===== src/rtl/mips_16_pc_trace_monitor.sv =====
// Debug monitor for the mips_16 core: breakpoint match on the committed PC
// stream, halt/resume/single-step control, a PC trace FIFO and run counters.
module mips_16_pc_trace_monitor #(
  parameter int PC_WIDTH    = 8,
  parameter int NUM_BP      = 4,
  parameter int TRACE_DEPTH = 16,
  parameter int TRACE_WRAP  = 0,
  parameter int CNT_WIDTH   = 32
) (
  input  logic                         clk,
  input  logic                         rst,
  input  logic [PC_WIDTH-1:0]          pc_in,
  input  logic                         pc_valid,
  input  logic [NUM_BP-1:0]            bp_en,
  input  logic [NUM_BP*PC_WIDTH-1:0]   bp_addr,
  input  logic                         halt_req,
  input  logic                         resume,
  input  logic                         step,
  output logic                         halt,
  output logic                         hit_valid,
  output logic [2:0]                   hit_idx,
  input  logic                         trace_rd,
  output logic [PC_WIDTH-1:0]          trace_data,
  output logic                         trace_rd_valid,
  output logic                         trace_empty,
  output logic                         trace_full,
  output logic                         trace_ovf,
  output logic [CNT_WIDTH-1:0]         cycle_cnt,
  output logic [CNT_WIDTH-1:0]         instr_cnt
);

  localparam int AW = $clog2(TRACE_DEPTH);

  // state      | meaning
  // ST_RUN     | core free-running, breakpoints and halt_req armed
  // ST_HALTED  | core stalled, waiting for resume or step
  // ST_STEP    | core released for exactly one accepted PC
  typedef enum logic [1:0] {ST_RUN, ST_HALTED, ST_STEP} state_t;

  state_t              state_q, state_d;
  logic                halt_q;
  logic                hit_valid_q;
  logic [2:0]          hit_idx_q;
  logic                skip_q;
  logic [PC_WIDTH-1:0] skip_pc_q;
  logic [PC_WIDTH-1:0] last_pc_q;

  logic                bp_hit_c;
  logic [2:0]          bp_idx_c;
  logic                hit_c;
  logic                accept_c;

  logic [PC_WIDTH-1:0] mem_q [TRACE_DEPTH];
  logic [AW:0]         wr_ptr_q, rd_ptr_q;
  logic [PC_WIDTH-1:0] trace_data_q;
  logic                trace_rd_valid_q;
  logic                trace_ovf_q;
  logic                empty_c, full_c, pop_c, write_c, drop_c, rd_adv_c;

  logic [CNT_WIDTH-1:0] cycle_q, instr_q;

  // Lowest-index enabled comparator matching the current PC; the re-presented
  // halting PC is masked once so resume does not immediately re-trigger.
  always_comb begin
    bp_hit_c = 1'b0;
    bp_idx_c = 3'd0;
    for (int i = NUM_BP - 1; i >= 0; i--) begin
      if (bp_en[i] && (pc_in == bp_addr[i*PC_WIDTH +: PC_WIDTH])) begin
        bp_hit_c = 1'b1;
        bp_idx_c = 3'(i);
      end
    end
    accept_c = pc_valid && (state_q != ST_HALTED);
    hit_c    = (state_q == ST_RUN) && pc_valid && bp_hit_c &&
               !(skip_q && (pc_in == skip_pc_q));
  end

  // Next-state decode for the run/halt/step controller.
  always_comb begin
    state_d = state_q;
    case (state_q)
      ST_RUN:    if (hit_c || halt_req) state_d = ST_HALTED;
      ST_HALTED: begin
        if (step)        state_d = ST_STEP;
        else if (resume) state_d = ST_RUN;
      end
      ST_STEP:   if (pc_valid) state_d = ST_HALTED;
      default:   state_d = ST_RUN;
    endcase
  end

  // Controller registers: state, registered halt, hit report and skip-once tracking.
  always_ff @(posedge clk or negedge rst) begin
    if (!rst) begin
      state_q     <= ST_RUN;
      halt_q      <= 1'b0;
      hit_valid_q <= 1'b0;
      hit_idx_q   <= 3'd0;
      skip_q      <= 1'b0;
      skip_pc_q   <= '0;
      last_pc_q   <= '0;
    end else begin
      state_q     <= state_d;
      halt_q      <= (state_d == ST_HALTED);
      hit_valid_q <= hit_c;
      if (hit_c) hit_idx_q <= bp_idx_c;
      if (accept_c) begin
        skip_q    <= 1'b0;
        last_pc_q <= pc_in;
      end else if ((state_q == ST_HALTED) && (step || resume)) begin
        skip_q    <= 1'b1;
        skip_pc_q <= last_pc_q;
      end
    end
  end

  // FIFO bookkeeping; when full a simultaneous pop frees the slot for the push.
  always_comb begin
    empty_c  = (wr_ptr_q == rd_ptr_q);
    full_c   = (wr_ptr_q[AW] != rd_ptr_q[AW]) &&
               (wr_ptr_q[AW-1:0] == rd_ptr_q[AW-1:0]);
    pop_c    = trace_rd && !empty_c;
    drop_c   = accept_c && full_c && !pop_c;
    write_c  = accept_c && (!full_c || pop_c || (TRACE_WRAP != 0));
    rd_adv_c = pop_c || (drop_c && (TRACE_WRAP != 0));
  end

  // Trace pointers, read data register and sticky overflow.
  always_ff @(posedge clk or negedge rst) begin
    if (!rst) begin
      wr_ptr_q         <= '0;
      rd_ptr_q         <= '0;
      trace_data_q     <= '0;
      trace_rd_valid_q <= 1'b0;
      trace_ovf_q      <= 1'b0;
    end else begin
      trace_rd_valid_q <= pop_c;
      if (pop_c)    trace_data_q <= mem_q[rd_ptr_q[AW-1:0]];
      if (write_c)  wr_ptr_q     <= wr_ptr_q + 1'b1;
      if (rd_adv_c) rd_ptr_q     <= rd_ptr_q + 1'b1;
      if (drop_c)   trace_ovf_q  <= 1'b1;
    end
  end

  // Trace storage; in wrap mode the write lands on the oldest slot.
  always_ff @(posedge clk) begin
    if (write_c) mem_q[wr_ptr_q[AW-1:0]] <= pc_in;
  end

  // Saturating run-cycle and accepted-instruction counters.
  always_ff @(posedge clk or negedge rst) begin
    if (!rst) begin
      cycle_q <= '0;
      instr_q <= '0;
    end else begin
      if ((state_q != ST_HALTED) && (cycle_q != '1)) cycle_q <= cycle_q + 1'b1;
      if (accept_c && (instr_q != '1))               instr_q <= instr_q + 1'b1;
    end
  end

  assign halt           = halt_q;
  assign hit_valid      = hit_valid_q;
  assign hit_idx        = hit_idx_q;
  assign trace_data     = trace_data_q;
  assign trace_rd_valid = trace_rd_valid_q;
  assign trace_empty    = empty_c;
  assign trace_full     = full_c;
  assign trace_ovf      = trace_ovf_q;
  assign cycle_cnt      = cycle_q;
  assign instr_cnt      = instr_q;

endmodule


===== config.mk =====
export PLATFORM = sky130hd
export DESIGN_NAME = mips_16_pc_trace_monitor
export DESIGN_NICKNAME = d
export VERILOG_FILES = /design/src/rtl/mips_16_pc_trace_monitor.sv
export SDC_FILE = /design/constraint.sdc
export NUM_CORES = 1
export LEC_CHECK = 0
export ABC_AREA = 1
export CORE_AREA = 3 3 153 155
export CTS_CLUSTER_DIAMETER = 150
export DETAILED_ROUTE_END_ITERATION = 16
export DIE_AREA = 0 0 156 158
export DONT_BUFFER_PORTS = 1
export GPL_TIMING_DRIVEN = 1
export PLACE_DENSITY_LB_ADDON = 0.08
export SYNTH_ARGS = -nofsm -noshare
export SYNTH_HDL_FRONTEND = slang
export SYNTH_SLANG_ARGS = --single-unit

===== constraint.sdc =====
create_clock -name clk -period 6.2 [get_ports clk]
set_input_delay 0.62 -clock clk [delete_from_list [all_inputs] [get_ports clk]]
set_output_delay 0.62 -clock clk [all_outputs]
set_load 0.03 [all_outputs]

==> flow_metrics.tcl, run 1 <==
set metrics [dict create \
    outcome "complete, no violations" \
    ir_drop_mv 0.295 \
    cts_buffers 26 \
    timing.critical_path.from "rd_ptr_q[2]" \
    cp-start-kind "flip-flop" \
    path_delay_family "simple AND/OR/NAND/NOR gates" \
    required_ns 6.35 \
    cap_violations 0 \
    hp-class "in -> async" \
    slowest_delay_ns 0.73 \
    rsz0062_at_grt "no" \
    grt_max_degree 108 \
    place_congestion 0.868 \
    layout-drive-gt1-share_pct 5.94 \
    hold_ws_ns 0.0202 \
    antenna_cells 0 \
    fp.dieW_um 156 \
    final-max-slew-violation-count 0 \
    drc 0 \
    skew_ns 0.0140 \
    dr_total_vias 8364 \
    grt_overflow 0 \
    hold_viol 0 \
    crit_arrival_ns 2.88 \
    dp_hpwl_um 20000 \
    cts_sinks 235 \
    syn_area_per_cell_um2 9.02 \
    portBuffers 0 \
    yosys_warnings 0 \
    vias_per_cell 5.36 \
    synth_cell_types 41 \
    drt.antenna.violating_nets 0 \
    critPathCaptureType "flip-flop" \
    crit_slowest_cell "dfrtp_1" \
    placed_cells 1510 \
    synth_seq_cells 235 \
    fill_cells 1991 \
    cts_tree "done" \
    cts-root-buf "clkbuf_16" \
    insertion_delay_ns 0.53 \
    fin_cells 1559 \
    period_share_pct 44.1 \
    die_h_um 158 \
    syn-num-nets 1323 \
    clkTransAtPathRegs_ns 0.06 \
    nets 1317 \
    synthesis.area_um2 11400 \
    wire_per_inst_um 18.7 \
    synth-seq-area-share_pct 57.2 \
    worst_pin_slew_ns 1.12 \
    die_area_um2 24600 \
    start_util_pct 52.0 \
    finalSetupTns_ns 0 \
    io_pins 132 \
    p_leak_uw 0.00516 \
    fin_crit_ns 2.74 \
    grt_use_total_pct 23.5 \
    worstPathMaxFanout 16 \
    path_cells "xnor2_1 > nand4_1 > nor2_1 > nand2_1 > nand2_1 > inv_2 > nand2_1 > nor2_1" \
    fmax_mhz 365 \
    area_growth_pct 9.04 \
    powerDensity_nw_per_um2 418 \
    rows 54 \
    grt_pass1_vias 8261 \
    crit-reg2reg-launch "rd_ptr_q[2]" \
    wl_um 29100 \
    coreArea_um2 22000 \
    grt_pass1_wl_um 45600 \
    postSynthCellCount 1265 \
    drtIter0Drc 569 \
    antenna_found_initial 0 \
    drtPass1Iterations 5 \
    setup_viol 0 \
    htree_levels 1 \
    crit_top_cell "nand2_1" \
    slew-limit-headroom_pct 24.9 \
    critPathKind "reg -> reg" \
    path_buf_inv 1 \
    cts.path.max_buffers 3 \
]
-- sequential cells by signal, indices dropped and copies added (netlist names) --
signal          flops
state_q             2
halt                1
skip_pc_q           8
last_pc_q           8
trace_data          8
wr_ptr_q            5
mem_q             128
rd_ptr_q            5
cycle_cnt          32
trace_ovf           1
trace_rd_valid      1
instr_cnt          32
hit_idx             2
hit_valid           1
skip_q              1
-- layout by cell type, fill, tap and decap left out, types with 3 or more instances in the layout --
cell,n
nor2_1,184
clkbuf_16,27
xor2_1,45
clkinv_1,10
edfxtp_1,128
nor2_4,3
nand2_2,3
inv_2,4
or2_2,5
nor3_1,32
buf_4,4
a21oi_1,14
o21ai_0,106
ha_1,7
nand2_1,337
clkinv_2,7
o22ai_1,16
and2_1,3
dfrtp_1,106
nand4_1,17
inv_1,105
nand3_1,42
o211ai_1,7
nand3b_1,6
o221ai_1,10
clkbuf_1,3
o21ai_2,10
xnor2_1,16
-- worst reg2reg max path, cell delays in order (launching register included) --
cell	delay [ns]
dfrtp_1	0.73
xnor2_1	0.15
nand4_1	0.11
nor2_1	0.16
nand2_1	0.13
nand2_1	0.12
inv_2	0.17
nand2_1	0.20
nor2_1	0.59
-- final timing paths --
| check | end | slack (ns) | cells after the start |
|---|---|---|---|
| worst max-delay path | mem_q[1][3] | 3.46 | 8 |
| worst min-delay path | cycle_cnt[2] | 0.02 | 1 |
| worst max register to register | mem_q[1][3] | 3.46 | 8 |
| worst min register to register | last_pc_q[3] | 0.48 | 2 |
| max in group asynchronous | rd_ptr_q[0] | 5.68 | 1 |
| min in group clk | mem_q[7][1] | 0.19 | 0 |
-- kinds of logic after synthesis --
kind of cell | after synthesis | share of synthesized area, %
other cells | 1 | 0.0329
flops | 235 | 57.2
xor+xnor | 61 | 4.68
compound gates | 169 | 8.48
fa+ha+maj | 7 | 0.768
simple gates | 640 | 23.3
buf+inv | 152 | 5.56
-- report_power, final --
part	internal [uW]	leakage [uW]	total (uW)	switching, uW
clock network	884	0.000410	1500	618
registers	1910	0.00255	2360	456
logic	416	0.00221	1330	912
total	3210	0.00516	5190	1990
-- metal layers --
metal / vias up / global-route usage, % / share of wire (%)
met2: 222 / 40.2 / 48
met5: - / 0 / 0
met1: 3948 / 31.3 / 44
met3: 34 / 4.62 / 6.6
li1: 4160 / - / -
met4: 0 / 5.47 / 1.9
-- timing repair --
item                      4_1_cts  5_1_grt
gates resized for setup         0        0
hold endpoints to repair      107        0
setup buffers                   0        0
hold buffers                    1        0
-- cell usage after synthesis --
cell type / instances / area, um2
o211ai_1: 7 / 52.6
nand3_2: 1 / 10.0
and3_1: 1 / 6.26
nand4_1: 17 / 106
nand2_4: 2 / 22.5
or2_1: 1 / 6.26
clkbuf_1: 18 / 67.6
nor3_1: 32 / 160
inv_4: 1 / 6.26
conb_1: 1 / 3.75
nor2_4: 3 / 33.8
a21boi_0: 1 / 7.51
edfxtp_1: 128 / 3840
o21a_1: 1 / 7.51
xor2_1: 45 / 394
dfrtp_1: 107 / 2680
o21ai_2: 10 / 87.6
nand2_1: 337 / 1260
inv_2: 4 / 15.0
or2_2: 5 / 31.3
a31oi_1: 1 / 6.26
o221ai_1: 10 / 87.6
o21bai_1: 1 / 7.51
inv_1: 106 / 398
clkinv_1: 2 / 7.51
nand3b_1: 6 / 45.0
nor2_1: 184 / 691
nor3_4: 1 / 16.3
and2_1: 3 / 18.8
nand2_2: 3 / 18.8
nor3_2: 2 / 20.0
buf_4: 4 / 30.0
o21ai_0: 106 / 531
o22ai_1: 16 / 100
nand3_1: 42 / 210
a21oi_1: 14 / 70.1
buf_2: 13 / 65.1
ha_1: 7 / 87.6
xnor2_1: 16 / 140
o21ai_1: 2 / 10.0
buf_6: 4 / 45.0
-- through the flow --
| step | setup slack, ns | total power [uW] | cell area [um2] | util (%) |
|---|---|---|---|---|
| 5_1_grt | 3.22 | 5490 | 12400 | 56.7 |
| 4_1_cts | 3.42 | 5230 | 12400 | 56.7 |
| 3_3_place_gp | 3.53 | 3680 | 11600 | 52.8 |
| 6_report | 3.46 | 5190 | 12400 | 56.7 |
| 2_1_floorplan | 4.06 | 3350 | 11400 | - |
| 3_5_place_dp | 3.43 | 3700 | 11600 | 52.8 |
-- cell type report --
type | instances | area, um2 | share of cell area [%]
Sequential cell | 235 | 6520 | 52.4
Multi-Input combinational cell | 878 | 4250 | 34.2
Clock buffer | 31 | 701 | 5.63
Inverter | 113 | 427 | 3.43
Tap cell | 280 | 350 | 2.82
Clock inverter | 17 | 129 | 1.04
Timing Repair Buffer | 5 | 57.6 | 0.463
No activity file was read; power rests on OpenSTA's default activity.
==> run 2: changes to the inputs <==
Clock period 6.2 ns to 2.7 ns, I/O delays scaled along.
==> run 2 against run 1 <==
Worst setup slack lost 3.1 ns. Wire length increased by 3.4%. Register-to-register slack worse by 3.0 ns. Sequential share of layout area shrank 1.8 points. Global-route usage up 0.94 points. Die area is the same. Sequential power rose by 120%. Core utilization up 2.0 points. Critical path depth increased by 4. Via count is 4.4% higher. Final area grew 3.6%. Worst hold slack improved by 0.011 ns. Critical endpoint is now halt.
==> flow_metrics.tcl, run 2 (synthesis gave the netlist of run 1 again) <==
set metrics [dict create \
    outcome "complete, no violations" \
    rows 54 \
    wl_um 30100 \
    fmax_mhz 436 \
    hold_end "last_pc_q[2]" \
    p_leak_uw 0.00542 \
    worstPathMaxFanout 17 \
    critPathCaptureType "flip-flop" \
    cts_tree "done" \
    wire_per_inst_um 18.7 \
    antenna_found_initial 0 \
    dr_total_vias 8731 \
    grt_use_total_pct 24.5 \
    insertion_delay_ns 0.54 \
    p_total_uw 12400 \
    largest_reg_flops 128 \
    drt.antenna.violating_nets 0 \
    antenna_cells 0 \
    crit-reg2reg-launch "wr_ptr_q[2]" \
    grt_overflow 0 \
    grt_pass1_wl_um 47500 \
    drtIter0Drc 744 \
    hold_viol 0 \
    ir_drop_mv 0.555 \
    grt_pass1_vias 8806 \
    die_h_um 158 \
    finalSetupTns_ns 0 \
    io_pins 132 \
    cts_sinks 235 \
    cts_setup_buffers 0 \
    powerDensity_nw_per_um2 965 \
    dp_hpwl_um 20100 \
    hp-start "pc_in[2]" \
    worst_pin_slew_ns 0.943 \
    required_ns 3.10 \
    nets 1363 \
    critPathKind "in -> reg" \
    cts.path.max_buffers 3 \
    cap_violations 0 \
    coreArea_um2 22000 \
    skew_ns 0.0209 \
    area_growth_pct 12.9 \
    grt_max_degree 108 \
    r2r-end "mem_q[7][2]" \
    drc 0 \
    cp-start-kind "input port" \
    die_area_um2 24600 \
    vias_per_cell 5.44 \
    cts-root-buf "clkbuf_16" \
    final-max-slew-violation-count 0 \
    cts_buffers 26 \
    start_util_pct 52.0 \
    clkTransAtPathRegs_ns 0.06 \
    final_cell_mix "nand2_1, nor2_1, edfxtp_1" \
    fill_cells 1953 \
    place_congestion 0.854 \
    portBuffers 0 \
    hp-class "in -> reg" \
    r2r.worst_path.cells 8 \
    min_path_cells 2 \
    drtPass1Iterations 5 \
    fin_crit_ns 2.29 \
    timing.critical_path.from "pc_in[3]" \
    htree_levels 1 \
    final_common_cell "nand2_1" \
    layout-drive-gt1-share_pct 8.23 \
    post_cts_resized 0 \
    fp.dieW_um 156 \
    reg2reg_slack_ns 0.44 \
    period_share_pct 85.0 \
    rsz0062_at_grt "no" \
    hold_buffers 14 \
    crit_arrival_ns 2.69 \
    setup_viol 0 \
    slew-limit-headroom_pct 36.9 \
]
run 2: layer usage:
layer,track usage (%),vias up,share of wire (%)
met5,0,-,0
met4,8.79,0,3.5
met3,5.39,80,6.3
met2,39.8,265,47
met1,32.5,4140,43
li1,-,4246,-
run 2: cell type report:
cell class / count / area [um2] / area share (%)
Clock inverter: 13 / 149 / 1.16
Sequential cell: 235 / 6520 / 50.6
Multi-Input combinational cell: 878 / 4250 / 33.0
Tap cell: 280 / 350 / 2.72
Inverter: 113 / 427 / 3.31
Clock buffer: 35 / 748 / 5.81
Timing Repair Buffer: 51 / 435 / 3.38
run 2: critical path, stage by stage:
cell and delay, ns:
dlygate4sd3_1 1.16, inv_1 0.25, nand2_1 0.15, nand2_1 0.06
nor2_1 0.10, nand3_1 0.08, nor2_1 0.12, nor2_1 0.09
nand2_1 0.12, nand3_1 0.13, nand2_1 0.10, nand2_1 0.08
run 2: worst max path at each step:
stage / to / cells after the start
after CTS: halt / 12
after floorplan: mem_q[4][0] / 9
after global routing: halt / 12
after detailed placement: instr_cnt[10] / 9
after global placement: instr_cnt[22] / 9
final: halt / 12
run 2: power breakdown:
part	leakage [uW]	switching [uW]	internal, uW
clock	0.000436	1430	2230
sequential	0.00255	783	4380
combinational	0.00244	2500	1110
run 2: through the flow:
| step | instances | instance area [um2] | worst slack (ns) | hold WS, ns | util (%) |
|---|---|---|---|---|---|
| 6_report | 1605 | 12900 | 0.406 | 0.0309 | 58.7 |
| 5_1_grt | 1605 | 12900 | 0.150 | 0.0434 | 58.7 |
| 4_1_cts | 1605 | 12900 | 0.414 | 0.0105 | 58.7 |
| 3_5_place_dp | 1543 | 11800 | 0.490 | -0.0230 | 53.9 |
| 3_3_place_gp | 1543 | 11800 | 0.538 | -0.0230 | 53.9 |
| 2_1_floorplan | 1265 | 11400 | 0.628 | -0.0256 | - |
==> run 3: changes to the inputs <==
Settings changed: ABC_AREA 1 to 0, CORE_AREA 3 3 153 155 to 3 3 145 147, DIE_AREA 0 0 156 158 to 0 0 148 150.
Clock period 2.7 ns to 2.35 ns, I/O delays scaled along.
==> run 3 against run 2 <==
The run now ends with hold timing left. Clock-buffer cell count fell by 1. Synthesized cell count shrank 43%. First-iteration DRC count is 54% lower. Power up 7.1%. Via count down 30%. Final cell count fell by 32%. Register-to-register slack got worse by 0.32 ns. Critical path depth fell by 5. Non-clock buffer count is 44 higher. Global-route usage shrank 3.1 points. Worst hold slack lost 0.62 ns. Critical path type is now reg -> reg. Highest routed layer unchanged.
==> flow_metrics.tcl, run 3 <==
set metrics [dict create \
    outcome "finished with violations" \
    violations "hold timing" \
    die_h_um 150 \
    hold_buffers 15 \
    internal_power_uw 9230 \
    ys.flop_type "edfxtp_1" \
    synth-seq-area-share_pct 63.6 \
    cap_violations 0 \
    place_congestion 0.829 \
    cp-start-kind "flip-flop" \
    synth_mux_area_share_pct 10.1 \
    hp-class "in -> async" \
    required_ns 2.58 \
    crit_arrival_ns 2.47 \
    slew-limit-headroom_pct 42.2 \
    fmax_mhz 448 \
    cts.path.max_buffers 3 \
    hold_ws_ns -0.592 \
    insertion_delay_ns 0.52 \
    p_sw_uw 4090 \
    p_leak_uw 0.00480 \
    synth-simple-area-share_pct 12.5 \
    coreArea_um2 20000 \
    synthTopCellsByCount "edfxtp_1, dfrtp_1, nand2_1" \
    die_area_um2 22200 \
    worstPathMaxFanout 8 \
    antenna_cells 0 \
    swShare_pct 30.7 \
    critPathKind "reg -> reg" \
    worst_pin_slew_ns 0.864 \
    layout-drive-gt1-share_pct 22.6 \
    setup_viol 0 \
    fin_crit_ns 2.23 \
    htree_levels 1 \
    powerDensity_nw_per_um2 1100 \
    synth_seq_cells 235 \
    grt_pass1_wl_um 36700 \
    syn-num-nets 774 \
    antenna_found_initial 0 \
    skew_ns 0.0203 \
    final-max-slew-violation-count 0 \
    synth_top_area_share_pct 37.5 \
    dr_total_vias 6133 \
    synth_most_common_cell "edfxtp_1" \
    dpl-instance-area_um2 11100 \
    portBuffers 0 \
    cts-root-buf "clkbuf_16" \
    cts_buffers 25 \
    synth_top_area_cell "edfxtp_1" \
    drtPass1Iterations 5 \
    vias_per_cell 5.58 \
    synth_xor_area_share_pct 9.48 \
    synth_area_leaders "edfxtp_1, dfrtp_1, mux4_2, xnor2_1, xor2_1" \
    largest_reg_flops 128 \
    nets 868 \
    drc 0 \
    grt_max_degree 108 \
    synth_top_family_by_area "simple AND/OR/NAND/NOR gates" \
    critPathCaptureType "flip-flop" \
    hold_viol 107 \
    ir_drop_mv 0.611 \
    async_flop_share_pct 45.5 \
    syn_area_per_cell_um2 14.3 \
    yosys_warnings 0 \
    postSynthCellCount 716 \
    area_growth_pct 18.0 \
    drt.antenna.violating_nets 0 \
    period_share_pct 94.9 \
    cts_tree "done" \
    dp_hpwl_um 15600 \
    io_pins 132 \
    drtIter0Drc 344 \
    wire_per_inst_um 21.6 \
    rows 52 \
    pwr-share-clk_pct 30.6 \
    final_cell_mix "edfxtp_1, dfrtp_1, nand2_1" \
    grt_overflow 0 \
    comb_power_share_pct 27.6 \
    postLayoutCellArea_um2 12100 \
    start_util_pct 51.2 \
    synthesis.area_um2 10300 \
    p_seq_share_pct 41.7 \
    final_common_cell "edfxtp_1" \
    synth_compound_area_share_pct 1.71 \
    synthAdderAreaFrac_pct 0.854 \
    finalSetupTns_ns 0 \
    wl_um 23700 \
    synth_cell_types 47 \
    cts_sinks 235 \
    grt_pass1_vias 6377 \
    rsz0062_at_grt "no" \
    synth_edf_count 128 \
    grt_use_total_pct 21.4 \
    clkTransAtPathRegs_ns 0.06 \
    fp.dieW_um 148 \
]
==> run 3: final cells by class <==
| class | count | area (um2) |
|---|---|---|
| clock buffer | 34 | 659 |
| clock inverter | 12 | 199 |
| fill | 1597 | 7930 |
| inverter | 12 | 45.0 |
| multi-input combinational | 441 | 3570 |
| sequential | 235 | 6520 |
| tap | 270 | 338 |
| timing repair buffer | 95 | 776 |
==> run 3: logic make-up (layout without fill, tap and decap cells) <==
kind of cell	after synthesis	in the layout
AOI/OAI and AO/OA	22	22
xor gates and xnor gates	111	111
adders and majority gates	7	7
buffers and inverters	40	153
DFF	235	235
muxes	52	52
other	1	1
and+or+nand+nor	248	248
==> run 3: what timing repair did <==
item / CTS / global route
buffers inserted: 0 / 0
endpoints found under the setup margin: 0 / 90
hold endpoints to repair: 248 / 107
resized for setup: 0 / 3
==> run 3: critical path, stage by stage, from the launching register on <==
cell     delay (ns)
dfrtp_1        0.45
xor2_1         0.18
nor4_2         0.33
nand2_1        0.18
o21ai_2        0.30
nor3b_1        0.09
buf_4          0.16
and2_1         0.27
==> run 3: final timing paths <==
| check | from | to | slack (ns) | cells past startpoint |
|---|---|---|---|---|
| setup / recovery | wr_ptr_q[1] | mem_q[5][3] | 0.12 | 7 |
| hold / removal | rst | trace_data[7] | -0.59 | 0 |
| setup reg to reg | wr_ptr_q[1] | mem_q[5][3] | 0.12 | 7 |
| hold reg to reg | last_pc_q[1] | last_pc_q[1] | 0.48 | 2 |
| max in group asynchronous | rst | state_q[0] | 2.73 | 0 |
| min in group clk | pc_valid | instr_cnt[12] | 0.10 | 3 |
==> run 3: routing by layer <==
metal  global-route usage [%]  routed length, um  vias up  part of all wire, %
met2                     35.3              11700      207                   49
met4                     4.80                402        0                  1.7
met5                        0                  0        -                    0
met1                     29.7               9990     3097                   42
li1                         -                  -     2794                    -
met3                     4.27               1620       35                  6.8
==> run 3: stage by stage <==
step	power, uW	std cells	worst slack, ns	utilization (%)
after global placement	9180	1038	0.122	55.3
after global routing	14000	1099	0.0107	60.4
after floorplan	8130	716	0.100	-
after CTS	13400	1099	0.0136	60.3
after detailed placement	9250	1038	0.0511	55.3
final	13300	1099	0.119	60.4
==> run 3: power groups by stage <==
stage / clock [uW] / sequential [uW] / combinational, uW
final: 4080 / 5560 / 3680
after global routing: 4370 / 5630 / 3980
after CTS: 4170 / 5570 / 3700
after detailed placement: 0 / 5640 / 3610
after global placement: 0 / 5610 / 3570
after floorplan: 0 / 5790 / 2350
